--- src/rtl/mux_arb_pkg.sv ---
// Shared types for the packet-level 2:1 arbiter: FSM states and requester IDs.
package mux_arb_pkg;

    typedef enum logic [1:0] {IDLE, OWN0, OWN1} arb_state_t;

    localparam logic REQ0 = 1'b0;
    localparam logic REQ1 = 1'b1;

endpackage

--- src/rtl/mux2_dp.sv ---
// Shared 2:1 select datapath: picks {last, data} of one requester by sel.
module mux2_dp #(
    parameter int WIDTH = 8
) (
    input  logic             sel_i,
    input  logic [WIDTH-1:0] dat0_i,
    input  logic             last0_i,
    input  logic [WIDTH-1:0] dat1_i,
    input  logic             last1_i,
    output logic [WIDTH-1:0] dat_o,
    output logic             last_o
);

    assign {last_o, dat_o} = sel_i ? {last1_i, dat1_i} : {last0_i, dat0_i};

endmodule

--- src/rtl/mux2_rr_arbiter.sv ---
// Packet-level round-robin arbiter: owns the mux select for a whole packet
// so beats of the two sources never interleave on the shared output stream.
module mux2_rr_arbiter
    import mux_arb_pkg::*;
#(
    parameter int WIDTH = 8
) (
    input  logic             clk,
    input  logic             rst,
    input  logic             req0,
    input  logic [WIDTH-1:0] dat0,
    input  logic             last0,
    input  logic             req1,
    input  logic [WIDTH-1:0] dat1,
    input  logic             last1,
    output logic             gnt0,
    output logic             gnt1,
    output logic             out_valid,
    output logic [WIDTH-1:0] out_data,
    output logic             out_last,
    input  logic             out_ready,
    output logic             sel,
    output logic             busy
);

    arb_state_t       state_q, state_d;
    logic             prio_q, prio_d;
    logic             sel_q, sel_d;
    logic [WIDTH-1:0] dp_data;
    logic             dp_last;
    logic             xfer0, xfer1;

    always_ff @(posedge clk or posedge rst) begin
        if (rst) begin
            state_q <= IDLE;
            prio_q  <= REQ0;
            sel_q   <= REQ0;
        end else begin
            state_q <= state_d;
            prio_q  <= prio_d;
            sel_q   <= sel_d;
        end
    end

    always_comb begin
        state_d   = state_q;
        prio_d    = prio_q;
        out_valid = 1'b0;
        xfer0     = 1'b0;
        xfer1     = 1'b0;
        case (state_q)
            IDLE: begin
                if (req0 && req1) begin
                    state_d = (prio_q == REQ1) ? OWN1 : OWN0;
                end else if (req0) begin
                    state_d = OWN0;
                end else if (req1) begin
                    state_d = OWN1;
                end
            end
            OWN0: begin
                out_valid = req0;
                xfer0     = req0 & out_ready;
                // Zero-bubble hand-over: the waiting requester owns the next cycle.
                if (xfer0 && last0) begin
                    prio_d  = REQ1;
                    state_d = req1 ? OWN1 : IDLE;
                end
            end
            OWN1: begin
                out_valid = req1;
                xfer1     = req1 & out_ready;
                if (xfer1 && last1) begin
                    prio_d  = REQ0;
                    state_d = req0 ? OWN0 : IDLE;
                end
            end
            default: state_d = IDLE;
        endcase
    end

    // Select follows the owner; in IDLE it keeps pointing at the last owner.
    always_comb begin
        sel_d = sel_q;
        if (state_d == OWN0) begin
            sel_d = REQ0;
        end else if (state_d == OWN1) begin
            sel_d = REQ1;
        end
    end

    mux2_dp #(.WIDTH(WIDTH)) u_dp (
        .sel_i   (sel_q),
        .dat0_i  (dat0),
        .last0_i (last0),
        .dat1_i  (dat1),
        .last1_i (last1),
        .dat_o   (dp_data),
        .last_o  (dp_last)
    );

    assign busy     = (state_q != IDLE);
    assign sel      = sel_q;
    assign gnt0     = xfer0;
    assign gnt1     = xfer1;
    assign out_data = busy ? dp_data : '0;
    assign out_last = busy & dp_last;

endmodule
--- config.mk ---
export PLATFORM = sky130hd
export DESIGN_NAME = mux2_rr_arbiter
export DESIGN_NICKNAME = d
export VERILOG_FILES = /design/src/rtl/mux_arb_pkg.sv /design/src/rtl/mux2_dp.sv /design/src/rtl/mux2_rr_arbiter.sv
export SDC_FILE = /design/constraint.sdc
export NUM_CORES = 1
export LEC_CHECK = 0
export CAP_MARGIN = 30
export CORE_MARGIN = 2
export CORE_UTILIZATION = 31
export CTS_CLUSTER_DIAMETER = 150
export DETAILED_ROUTE_END_ITERATION = 8
export GPL_ROUTABILITY_DRIVEN = 0
export GPL_TIMING_DRIVEN = 1
export PLACE_DENSITY = 0.74
export SYNTH_ARGS = -nofsm -noshare
export SYNTH_HDL_FRONTEND = slang
export SYNTH_HIERARCHICAL = 1
export SYNTH_SLANG_ARGS = --single-unit
--- constraint.sdc ---
create_clock -name clk -period 1.7 [get_ports clk]
set_input_delay 0.51 -clock clk [delete_from_list [all_inputs] [get_ports clk]]
set_output_delay 0.51 -clock clk [all_outputs]
set_load 0.02 [all_outputs]
==> results of run 1 <==
## registers in the layout, summed over array words and instances, names as in the netlist
signal	cells
state_q	2
prio_q	1
sel	1
## routing by layer
metal  part of all wire, %  global-route usage, %  up-vias  routed length, um
met5                     0                      0        -                  0
met4                     0                   2.86        0                  0
met3                   8.2                   6.75        0                196
met2                    51                   33.3       32               1220
met1                    40                   20.8      352                965
li1                      -                      -      343                  -
## what timing repair did
action	in CTS	in global routing
setup buffers	9	4
setup endpoints to repair	15	15
pin swaps	4	7
gates resized for setup	113	26
gates cloned	0	1
## synthesized netlist by cell type, drive strengths merged (2+ instances only)
library cell | number | area (um^2)
clkbuf | 2 | 8.75
nor2 | 4 | 15.0
nor2b | 10 | 62.6
mux2 | 9 | 135
nand4 | 2 | 12.5
o21ai | 2 | 10.0
nand2 | 4 | 15.0
ha | 5 | 62.6
dfrtp | 4 | 100
inv | 5 | 18.8
and3 | 2 | 12.5
o22a | 2 | 17.5
a31oi | 3 | 18.8
## cell type report
type / count / area, um^2
multi-input cells: 50 / 597
repair buffers: 60 / 577
fillers: 100 / 348
flip-flops and latches: 4 / 103
clock buffers: 3 / 22.5
inverters: 5 / 21.3
well taps: 17 / 21.3
## path summary, 6_finish.rpt
| path | start | to | slack [ns] | cells after the start |
|---|---|---|---|---|
| setup / recovery | sel$_DFFE_PP0P_ | out_data[5] | -0.21 | 4 |
| hold / removal | rst | prio_q$_DFFE_PP0P_ | 0.48 | 2 |
| setup reg to reg | state_q[1]$_DFF_PP0_ | sel$_DFFE_PP0P_ | -0.11 | 10 |
| hold reg to reg | prio_q$_DFFE_PP0P_ | prio_q$_DFFE_PP0P_ | 0.53 | 1 |
| max in group asynchronous | rst | sel$_DFFE_PP0P_ | 1.06 | 2 |
| min in group clk | prio_q$_DFFE_PP0P_ | prio_q$_DFFE_PP0P_ | 0.53 | 1 |
## power by group
part	total (mW)	internal, mW	switching, mW
clock network	0.112	0.0786	0.0331
logic	2.03	1.16	0.869
registers	0.212	0.149	0.0629
total	2.36	1.39	0.965
## per-stage QoR
stage	cell area (um^2)	setup TNS (ns)	power (mW)	hold slack (ns)
2_1_floorplan	554	-0.159	0.926	0.276
3_3_place_gp	1020	-8.64	1.43	0.514
3_5_place_dp	1020	-8.93	1.46	0.522
4_1_cts	1190	-1.74	1.95	0.463
5_1_grt	1340	-2.39	2.51	0.485
6_report	1340	-1.90	2.36	0.480
## cell families after synthesis
kind of cell	synth area share [%]
fa+ha+maj	11.4
mux	24.7
buf+inv	7.09
flops	18.3
simple gates	23.6
compound gates	14.9
## worst register-to-register path: cells and delay by family, from the launching register on
family                   cells  cell delay (ns)
flip-flops                   1             0.45
adder cells (fa/ha/maj)      2             0.39
AND/OR/NAND/NOR              2             0.14
buffers and inverters        3             0.23
AO/OA/AOI/OAI                3             0.48
==> implementation parameters, run 1 <==
Parameter                              Value

STA
  Relative max-transition margin ... 81.7%
  Setup slack of the critical path after layout ... -0.209 ns
  Share of the clock period used by the worst path after layout ... 112%
  FMAX ... 524 MHz
  Fin. max-slew vios ... 0
  Worst setup skew after layout ... 0.00110 ns
  Clock period minus final worst setup slack ... approximately 1.9 ns
  Final hold violations ... 0
  RSZ-0062 raised after global routing ... yes
  Tightest Pin Transition ... about 0.27 ns
  Finish-stage setup viols ... 13

CTS
  Count of hold-fix buffers inserted at cts ... 0
  H-Tree Depth ... 1
  Worst-path clk slew ... about 0.030 ns
  Clock tree root buffer cell ... clkbuf_4
  TritonCTS clock tree ... yes
  Total CTS buffers ... 3
  Clock network latency to the later pin of the worst-skew pair ... 0.23 ns
  CTS sink cnt ... 4
  Bufs on Longest Clock Path ... 2

Logic synthesis
  Number of register bits inferred by synthesis ... 4
  Share of synthesized registers carrying an async set or reset ... 100%
  Post-synthesis net count ... 90
  Portion of the post-synthesis area used by sequential elements ... a little under a fifth
  Yosys Warn Count ... 6
  Number of distinct standard cells referenced by the synthesized netlist ... 22
  Syn Inst Count ... 62
  Post-synth design cell area ... 547 um^2
  Average cell area after synthesis ... 8.82 um^2
  Primary FF master, synth ... dfrtp_1
  Number of enable-type register cells in the synthesized netlist ... 0

Routing
  DRC violation total after the first TritonRoute iteration ... 4
  # DRC ... 0
  DRT Wirelength ... 2380 um
  Avg Vias per Cell ... 5.23
  Detailed-route via count ... 727
  Routed Antenna Nets ... 0
  Detailed-router iteration count before antenna repair ... 3
  Avg WL per Cell ... 17.2 um

Outcome
  Violations in the final reports ... setup timing
  Status ... finished with violations

Pwr
  Largest voltage drop on the vdd net ... 0.00121 V
  Power per cell area ... roughly 1800 nW/um^2
  Leak pwr ... about 0.64 nW

Die
  Die Outline Area ... ~2100 um^2
  Ports placed on the boundary ... 37
  Core region area ... 1690 um^2
  DIE WIDTH ... 46.0 um
  Die span in y ... ~46 um
  Starting Density ... approximately a third
  Num rows ... 15

Finish
  Final net count ... 152
  Proportion of layout cells with a drive suffix above 1 ... 64.8%
  Finished Core Util ... 79.4%
  Top library cells by usage in the layout, fill and taps aside ... 22 x dlygate4sd2_1, 18 x buf_4, 15 x buf_6
  Most common cell after layout, fill and taps aside ... dlygate4sd2_1
  Diode count ... 0
  P&R area growth vs syn ... 145%
  Non-filler instance count after layout ... 139

Worst setup path
  Number of buffers and inverters on the critical path ... 2
  Slowest cell delay on critical path ... 0.44 ns
  Critical path capture point type ... output pin
  Cell breakdown of the critical path ... buf_12, mux2_4, nor2b_1, buf_4
  CP Data Arrival Time ... 1.40 ns
  Critical path's top delay family ... flip-flops
  Critical path start-end classification ... flip-flop to output pin
  Slowest cell on the critical path ... dfrtp_2
  Required time of the worst setup path ... around 1.2 ns
  Worst Setup Start Kind ... flip-flop
  Biggest fanout along the worst timing path ... 5

Place
  Post-Place Setup Slack ... -0.694 ns
  Cell total after placement ... roughly 120
  Half-perimeter wire length after detailed placement ... 1330 um
  Number of buffer cells added on primary ports ... 36

Run
  Count of max-cap constraint violations ... 0

Global routing
  Global Route Usage Sum ... a little under a fifth
  Remaining global-route overflow ... 0
  Antenna violations before repair ... 0
  Global-route wire length before repair ... 2800 um
  Vias in the first global route ... 647
  Maximum number of pins on one net before global-route repair ... 11

Min path
  Hold/Removal Path Class ... input pin to async pin
No activity file was read; power rests on OpenSTA's default activity.
==> inputs of run 2 (changes only) <==
SKIP_LAST_GASP = 1   (was default)
==> run 2 against run 1 <==
The run still ends with setup timing left. Critical path type unchanged. Largest power group unchanged. Non-clock buffer count unchanged. Clock power rose by 7%. Sequential power up 2%. Clock-buffer cell count unchanged. Worst setup slack lost 0.0095 ns. Core utilization is 0.81 points lower. Wire length increased by 0.80%.
==> implementation parameters, run 2 (synthesis results as in run 1) <==
Parameter                              Value

Global routing
  Global-route wire length before repair ... approximately 2700 um
  Vias in the first global route ... 654
  Global Route Usage Sum ... 18.0%
  Remaining global-route overflow ... 0
  Maximum number of pins on one net before global-route repair ... 11
  Antenna violations before repair ... 0

Routing
  Routed Antenna Nets ... 0
  Avg Vias per Cell ... 5.25
  Detailed-router iteration count before antenna repair ... 4
  Detailed-route via count ... 730
  DRT Wirelength ... 2400 um
  # DRC ... 0
  Avg WL per Cell ... 17.3 um
  DRC violation total after the first TritonRoute iteration ... 6

Finish
  Multi-input gate area in the final layout ... 583 um^2
  Most common cell after layout, fill and taps aside ... dlygate4sd2_1
  Flip-flop count of the largest register after layout ... 2
  Proportion of layout cells with a drive suffix above 1 ... 62.3%
  Diode count ... 0
  Top library cells by usage in the layout, fill and taps aside ... 22 x dlygate4sd2_1, 18 x buf_4, 15 x buf_6
  Layout fillers ... 101
  P&R area growth vs syn ... 143%
  Register area ... approximately 100 um^2
  Top register by number of flip-flops ... state_q
  Final net count ... 152

Die
  DIE WIDTH ... 46.0 um
  Die Outline Area ... 2120 um^2
  Starting Density ... 32.4%
  Core region area ... 1690 um^2
  Num rows ... 15
  Die span in y ... about 46 um
  Ports placed on the boundary ... 37

STA
  Clock period minus final worst setup slack ... 1.92 ns
  Worst setup skew after layout ... approximately 0.0090 ns
  Tightest Pin Transition ... between 0.3 and 0.4 ns
  Relative max-transition margin ... around three quarters
  FMAX ... between 500 and 600 MHz
  Finish-stage setup viols ... 14
  Setup slack of the critical path after layout ... -0.219 ns
  Share of the clock period used by the worst path after layout ... 113%
  Final hold violations ... 0
  RSZ-0062 raised after global routing ... yes
  Fin Hold WS ... between 0.4 and 0.5 ns
  Fin. max-slew vios ... 0

Pwr
  Leak pwr ... 0.640 nW
  Power per cell area ... 1740 nW/um^2
  Total power of the final layout ... 2.31 mW
  Largest voltage drop on the vdd net ... 0.00106 V

Worst setup path
  Cells on worst reg2reg path ... 8
  Slowest cell delay on critical path ... 0.44 ns
  Cell breakdown of the critical path ... buf_12, mux2_4, nor2b_1, buf_4
  Number of buffers and inverters on the critical path ... 2
  Setup slack on the worst flop-to-flop path ... -0.13 ns
  Worst Setup Start Kind ... flip-flop
  Worst flop-to-flop path endpoint ... sel$_DFFE_PP0P_
  Critical path's top delay family ... flip-flops
  CP Data Arrival Time ... 1.41 ns
  Required time of the worst setup path ... 1.19 ns
  Slowest cell on the critical path ... dfrtp_2
  Biggest fanout along the worst timing path ... 5
  Origin of the critical flop-to-flop path ... state_q[1]$_DFF_PP0_
  Critical path start-end classification ... flip-flop to output pin
  Critical path capture point type ... output pin

Min path
  Hold/Removal Path Class ... input pin to async pin

Outcome
  Status ... finished with violations
  Violations in the final reports ... setup timing

CTS
  TritonCTS clock tree ... yes
  CTS sink cnt ... 4
  Bufs on Longest Clock Path ... 2
  H-Tree Depth ... 1
  Clock tree root buffer cell ... clkbuf_4
  Total CTS buffers ... 3
  Count of hold-fix buffers inserted at cts ... 0
  Clock network latency to the later pin of the worst-skew pair ... 0.24 ns
  Worst-path clk slew ... 0.04 ns

Place
  Half-perimeter wire length after detailed placement ... 1330 um
  Number of buffer cells added on primary ports ... 36

Run
  Count of max-cap constraint violations ... 0
run 2: changes by cell type in the layout (fill, tap and decap cells not counted):
cell	before	now
nand2_2	3	2
o21ai_2	1	0
nand2b_1	0	1
nand2b_4	1	0
nand2_1	1	2
o21ai_1	0	1
run 2: metal layers:
| layer | GRT usage [%] | share of wire (%) | up-vias |
|---|---|---|---|
| met4 | 2.86 | 1.7 | 0 |
| met1 | 19.4 | 38 | 338 |
| met2 | 33.1 | 51 | 41 |
| met3 | 7.14 | 9.7 | 4 |
| li1 | - | - | 347 |
| met5 | 0 | 0 | - |
run 2: worst reg2reg max path, cell delays in order, from the launching register on:
cell	delay [ns]
dfrtp_2	0.45
buf_4	0.16
buf_4	0.13
ha_1	0.24
nand2b_1	0.18
o22a_1	0.20
ha_4	0.28
nand2_1	0.04
o21ai_1	0.06
run 2: power by group:
| part | leakage, nW | total, mW | switching, mW | internal, mW |
|---|---|---|---|---|
| Combinational | 0.579 | 1.97 | 0.847 | 1.12 |
| Sequential | 0.0467 | 0.216 | 0.0669 | 0.149 |
| Clock | 0.0138 | 0.120 | 0.0404 | 0.0791 |
run 2: layout make-up:
class,count,area share (%)
inverter,5,1.60
clock buffer,3,1.70
sequential,4,7.73
timing repair buffer,60,43.4
tap,17,1.60
multi-input combinational,50,43.9
run 2: worst max path at each step:
stage | slack [ns] | from | cells past startpoint | to
6_report | -0.22 | sel$_DFFE_PP0P_ | 4 | out_data[5]
2_1_floorplan | -0.02 | state_q[0]$_DFF_PP0_ | 4 | out_data[0]
3_5_place_dp | -0.69 | last0 | 4 | out_last
4_1_cts | -0.16 | sel$_DFFE_PP0P_ | 4 | out_data[2]
3_3_place_gp | -0.68 | last0 | 4 | out_last
5_1_grt | -0.25 | sel$_DFFE_PP0P_ | 4 | out_data[5]
run 2: timing repair:
action | 4_1_cts | 5_1_grt
resized for setup | 108 | 28
cloned | 0 | 1
hold endpoints to repair | 0 | 0
setup endpoints to repair | 15 | 14
pin swaps | 4 | 6
setup buffers | 9 | 4
run 2: stage by stage:
step	setup slack (ns)	util (%)	TNS [ns]	std cells	instance area (um^2)
floorplan	-0.0166	-	-0.159	62	554
global placement	-0.684	60.3	-8.64	124	1020
detailed placement	-0.694	60.3	-8.93	124	1020
CTS	-0.162	69.2	-1.78	136	1170
global route	-0.249	78.6	-2.49	139	1330
finish	-0.219	78.6	-1.97	139	1330
